===== config.mk =====
export PLATFORM = sky130hd
export DESIGN_NAME = cond_logic_banked
export DESIGN_NICKNAME = d
export VERILOG_FILES = /design/src/rtl/cond_pkg.sv /design/src/rtl/cond_logic_banked_cond_check.sv /design/src/rtl/cond_logic_banked.sv
export SDC_FILE = /design/constraint.sdc
export NUM_CORES = 1
export LEC_CHECK = 0
export CORE_MARGIN = 5
export CORE_UTILIZATION = 43
export DETAILED_ROUTE_END_ITERATION = 12
export PLACE_DENSITY = 0.78
export SETUP_SLACK_MARGIN = 0.02
export SYNTH_ARGS = -nofsm -noshare
export SYNTH_HDL_FRONTEND = slang
export SYNTH_HIERARCHICAL = 1
export SYNTH_SLANG_ARGS = --single-unit

===== constraint.sdc =====
create_clock -name CLK -period 2.8 [get_ports CLK]
set_input_delay 0.42 -clock CLK [delete_from_list [all_inputs] [get_ports CLK]]
set_output_delay 0.42 -clock CLK [all_outputs]
set_load 0.05 [all_outputs]

===== src/rtl/cond_pkg.sv =====
// Shared constants for the conditional-execution logic: ARM condition
// encodings, NZCV bit positions and FlagW bit meanings.
package cond_pkg;

  // ARM condition field encodings
  localparam logic [3:0] COND_EQ = 4'b0000;
  localparam logic [3:0] COND_NE = 4'b0001;
  localparam logic [3:0] COND_CS = 4'b0010;
  localparam logic [3:0] COND_CC = 4'b0011;
  localparam logic [3:0] COND_MI = 4'b0100;
  localparam logic [3:0] COND_PL = 4'b0101;
  localparam logic [3:0] COND_VS = 4'b0110;
  localparam logic [3:0] COND_VC = 4'b0111;
  localparam logic [3:0] COND_HI = 4'b1000;
  localparam logic [3:0] COND_LS = 4'b1001;
  localparam logic [3:0] COND_GE = 4'b1010;
  localparam logic [3:0] COND_LT = 4'b1011;
  localparam logic [3:0] COND_GT = 4'b1100;
  localparam logic [3:0] COND_LE = 4'b1101;
  localparam logic [3:0] COND_AL = 4'b1110;
  localparam logic [3:0] COND_NV = 4'b1111;

  // Bit positions inside a {N,Z,C,V} flag nibble
  localparam int FLAG_N = 3;
  localparam int FLAG_Z = 2;
  localparam int FLAG_C = 1;
  localparam int FLAG_V = 0;

  // FlagW bit meanings
  localparam int FLAGW_NZ = 1;
  localparam int FLAGW_CV = 0;

endpackage


===== src/rtl/cond_logic_banked_cond_check.sv =====
// Pure combinational ARM condition evaluator. Kept standalone so hazard
// logic can evaluate conditions against forwarded or predicted flags.
module cond_check
  import cond_pkg::*;
(
  input  logic [3:0] cond,
  input  logic [3:0] flags,
  output logic       cond_true
);

  logic n_flag;
  logic z_flag;
  logic c_flag;
  logic v_flag;

  assign n_flag = flags[FLAG_N];
  assign z_flag = flags[FLAG_Z];
  assign c_flag = flags[FLAG_C];
  assign v_flag = flags[FLAG_V];

  // Decode the condition field against the supplied flags
  always_comb begin
    cond_true = 1'b0;
    case (cond)
      COND_EQ: cond_true = z_flag;
      COND_NE: cond_true = ~z_flag;
      COND_CS: cond_true = c_flag;
      COND_CC: cond_true = ~c_flag;
      COND_MI: cond_true = n_flag;
      COND_PL: cond_true = ~n_flag;
      COND_VS: cond_true = v_flag;
      COND_VC: cond_true = ~v_flag;
      COND_HI: cond_true = c_flag & ~z_flag;
      COND_LS: cond_true = ~c_flag | z_flag;
      COND_GE: cond_true = (n_flag == v_flag);
      COND_LT: cond_true = (n_flag != v_flag);
      COND_GT: cond_true = ~z_flag & (n_flag == v_flag);
      COND_LE: cond_true = z_flag | (n_flag != v_flag);
      COND_AL: cond_true = 1'b1;
      default: cond_true = 1'b0;
    endcase
  end

endmodule


===== src/rtl/cond_logic_banked.sv =====
// Banked NZCV conditional-execution unit. Holds NUM_BANKS flag banks and a
// shadow register, gates PC/register/memory write enables on the condition
// of the active bank, and optionally registers the enables for a pipelined
// write-back stage.
module cond_logic_banked
  import cond_pkg::*;
#(
  parameter int NUM_BANKS = 2,
  parameter int BANK_W    = (NUM_BANKS > 1) ? $clog2(NUM_BANKS) : 1,
  parameter int REG_OUT   = 0
) (
  input  logic              CLK,
  input  logic              nReset,
  input  logic              InstrValid,
  input  logic [3:0]        Cond,
  input  logic [3:0]        ALUFlags,
  input  logic [1:0]        FlagW,
  input  logic              PCS,
  input  logic              RegW,
  input  logic              MemW,
  input  logic [BANK_W-1:0] BankSel,
  input  logic              Save,
  input  logic              Restore,
  output logic              PCSrc,
  output logic              RegWrite,
  output logic              MemWrite,
  output logic              CondEx,
  output logic [3:0]        Flags,
  output logic [3:0]        SavedFlags
);

  // One past the highest legal bank index, in BankSel width plus one bit
  localparam logic [BANK_W:0] BANK_LIMIT = (BANK_W + 1)'(NUM_BANKS);

  logic [3:0]        bank_view [NUM_BANKS];
  logic [3:0]        shadow_reg;
  logic [BANK_W-1:0] sel_eff;
  logic [3:0]        active_flags;
  logic              cond_true;
  logic              condex_raw;
  logic              nz_we;
  logic              cv_we;
  logic [3:0]        en_comb;

  // Out-of-range selects alias onto bank 0 for both reads and writes
  assign sel_eff      = ({1'b0, BankSel} < BANK_LIMIT) ? BankSel : '0;
  assign active_flags = bank_view[sel_eff];

  cond_check u_cond_check (
    .cond      (Cond),
    .flags     (active_flags),
    .cond_true (cond_true)
  );

  // Holding reset masks the instruction so no enable or flag write escapes
  assign condex_raw = nReset & InstrValid & cond_true;
  assign nz_we      = FlagW[FLAGW_NZ] & condex_raw;
  assign cv_we      = FlagW[FLAGW_CV] & condex_raw;
  assign en_comb    = {condex_raw, PCS & condex_raw, RegW & condex_raw, MemW & condex_raw};

  genvar gi;
  generate
    for (gi = 0; gi < NUM_BANKS; gi++) begin : g_bank
      logic       hit;
      logic [3:0] bank_reg;
      logic [3:0] bank_next;

      assign hit           = (sel_eff == BANK_W'(gi));
      assign bank_view[gi] = bank_reg;

      // Next value of this bank: restore overrides any ALU flag write
      always_comb begin
        bank_next = bank_reg;
        if (hit) begin
          if (Restore) begin
            bank_next = shadow_reg;
          end else begin
            if (nz_we) bank_next[3:2] = ALUFlags[3:2];
            if (cv_we) bank_next[1:0] = ALUFlags[1:0];
          end
        end
      end

      // Bank storage, cleared by reset
      always_ff @(posedge CLK) begin
        if (!nReset) bank_reg <= '0;
        else         bank_reg <= bank_next;
      end
    end
  endgenerate

  // Shadow captures the pre-edge active bank, so a same-cycle flag write is excluded
  always_ff @(posedge CLK) begin
    if (!nReset)   shadow_reg <= '0;
    else if (Save) shadow_reg <= active_flags;
  end

  assign Flags      = active_flags;
  assign SavedFlags = shadow_reg;

  generate
    if (REG_OUT != 0) begin : g_reg_out
      logic [3:0] en_reg;

      // Delay the enables one cycle for the write-back stage; reset drops pending ones
      always_ff @(posedge CLK) begin
        if (!nReset) en_reg <= '0;
        else         en_reg <= en_comb;
      end

      assign {CondEx, PCSrc, RegWrite, MemWrite} = en_reg;
    end else begin : g_comb_out
      assign {CondEx, PCSrc, RegWrite, MemWrite} = en_comb;
    end
  endgenerate

endmodule


==> flow_summary.json <==
{
  "status": "finished, final reports clean",
  "final_core_util_pct": 65.8,
  "ys_top_cells_by_count": "nand2_1 (14), dfxtp_1 (12), mux2i_1 (12)",
  "yosysMostFrequentCell": "nand2_1",
  "syn_area_um2": 843,
  "hold_viol_final": 0,
  "whs_path_depth": 2,
  "drc_errors": 0,
  "final_nets": 148,
  "floorplan.die_area_mm2": 0.00295,
  "cp-end-kind": "primary output",
  "syn_avg_cell_area_um2": 9.37,
  "fin_skew_ns": 0.00499,
  "synth_area_leaders": "dfxtp_1 (28%), mux2i_1 (14%), mux2_4 (8.9%)",
  "largest_reg_flops": 8,
  "tightest_slew_ns": 0.509,
  "place_ws_ns": -0.382,
  "rsz0062_at_grt": "false",
  "antenna_found_initial": 0,
  "postSynthCellCount": 90,
  "cts_tree": "built",
  "grt_max_degree": 19,
  "drive_gt1_share_pct": 30.5,
  "num_io_pins": 31,
  "dp_cells": 151,
  "netlist.area_leader.share_pct": 28.5,
  "hold_path_class": "flip-flop to flip-flop",
  "post-cts-setup-buffers": 0,
  "vias": 770,
  "whs_ns": 0.462,
  "clock.fmax_mhz": 370,
  "finalWorstSetupSlack_ns": 0.0997,
  "coreArea_mm2": 0.00192,
  "setup_viol": 0,
  "hp-start": "g_bank[0].bank_reg[1]",
  "num-fill-cells": 159,
  "worst-setup-path-type": "input pin to primary output",
  "area_delta_synth_final_pct": 49.9,
  "path_clk_slew_ns": 0.07,
  "final-instance-count-excl-fill": 155,
  "stdcell_area_mm2": 0.00126,
  "worstSkewPairLatency_ns": 0.27,
  "p_leak_nw": 0.539,
  "via_per_inst": 4.97,
  "cts_buffers": 3,
  "drtAntennaViolNets": 0,
  "initial_utilization_pct": 43.9,
  "reg2regPathDepth": 9,
  "hpwl_mm": 1.76,
  "overflow": 0,
  "synth-async-reset-ratio_pct": 0,
  "portBuffers": 30,
  "grt_pass1_vias": 803,
  "std_cell_rows": 16,
  "clock-root-buffer": "clkbuf_4",
  "synth_nets": 109,
  "maxSlewHeadroom_pct": 66.0,
  "post_drt_wl_per_cell_um": 13.5,
  "yosysTopAreaCell": "dfxtp_1",
  "die_x_um": 54.3,
  "cts.sinks": 12,
  "rrSetupSlack_ns": 0.61,
  "drtIter0Drc": 8,
  "period_needed_ns": 2.70,
  "antenna_cells": 0,
  "ir_worst_vdd_mv": 0.514,
  "grt_pass1_wl_mm": 3.42,
  "routed_wl_mm": 2.09,
  "maxCapViolCount": 0,
  "p_per_area_mw_per_mm2": 361,
  "ys_seq_area_share_pct": 28.5,
  "yosysUniqueCellTypes": 30,
  "place_area_mm2": 0.00121,
  "r2r_start": "g_bank[0].bank_reg[0]",
  "clock_path_buffers": 2,
  "grt_usage_pct": 15.9,
  "synth_seq_cells": 12,
  "h-tree-depth": 1,
  "drt_pre_antenna_iters": 5,
  "fin_crit_sh_pct": 96.4,
  "crit_required_ns": 2.38,
  "drv_slew": 0,
  "arrival_ns": 2.28,
  "crit_fanout": 5,
  "r2r-end": "g_bank[0].bank_reg[0]",
  "gp_congestion": 0.763,
  "ys.flop_type": "dfxtp_1",
  "ctsHoldBuffers": 0,
  "synthesis.yosys.warnings": 6,
  "min_to": "g_bank[0].bank_reg[1]",
  "synth_edf_count": 0,
  "cp-start-kind": "input pin",
  "die_h_um": 54.3
}
## stage by stage
stage / power (W) / setup TNS [ns]
5_1_grt: 0.000486 / 0
6_report: 0.000456 / 0
3_3_place_gp: 0.000320 / -2.18
2_1_floorplan: 0.000267 / 0
4_1_cts: 0.000458 / 0
3_5_place_dp: 0.000323 / -2.81
## worst max-delay path: stages
cell and delay [ns]:
buf_2 0.15, buf_4 0.15, mux2_4 0.31, nor2b_1 0.15, a221oi_1 0.31, a211o_1 0.14
a211o_1 0.14, and3_4 0.20, and2_4 0.13, buf_4 0.18
## report_power, final
part	total, W	switching (W)	internal [W]
clock	0.000135	0.0000561	0.0000791
combinational	0.000142	0.0000700	0.0000722
sequential	0.000179	0.00000277	0.000176
## layer usage
metal	vias to the layer above	part of all wire (%)	track usage, %
met5	-	0	0
met4	0	1.3	6.22
met3	4	5.6	3.00
met2	17	53	29.7
met1	350	40	17.4
li1	399	-	-
## final cells by class
class	count	area (µm²)	area share, %
Multi-Input combinational cell	72	592	46.8
Timing Repair Buffer	40	362	28.6
Sequential cell	12	240	19.0
Clock buffer	4	36.3	2.87
Tap cell	27	33.8	2.67
## worst max path at each step
stage,startpoint,end,slack [ns],cells after the start
3_3_place_gp,BankSel,PCSrc,-0.33,9
6_report,BankSel,RegWrite,0.1,10
2_1_floorplan,BankSel,MemWrite,0.05,8
4_1_cts,Cond[3],MemWrite,0.08,8
5_1_grt,BankSel,RegWrite,0.02,10
3_5_place_dp,BankSel,MemWrite,-0.38,9
## kinds of logic after synthesis
family	count (synthesis)	share of synthesized area, %
AOI/OAI and AO/OA	13	13.1
DFF	12	28.5
muxes	21	28.5
and+or+nand+nor	36	22.9
buffers and inverters	6	4.15
xor gates and xnor gates	2	2.97
## placed cells by master, fill, tap and decap left out, types with 3 or more instances in the layout
cell type        count
a21oi_1              3
nand2_1             14
clkdlybuf4s50_1     18
mux2_1               4
mux2i_1             12
and2_4               3
nor2b_1              5
clkbuf_4             3
dfxtp_1             12
mux2_4               5
buf_4               16
## what timing repair did
action                     4_1_cts  5_1_grt
pin swaps                        1        0
resized for setup                5        5
setup endpoints to repair        4        3
Power figures use the tool's default switching activity.
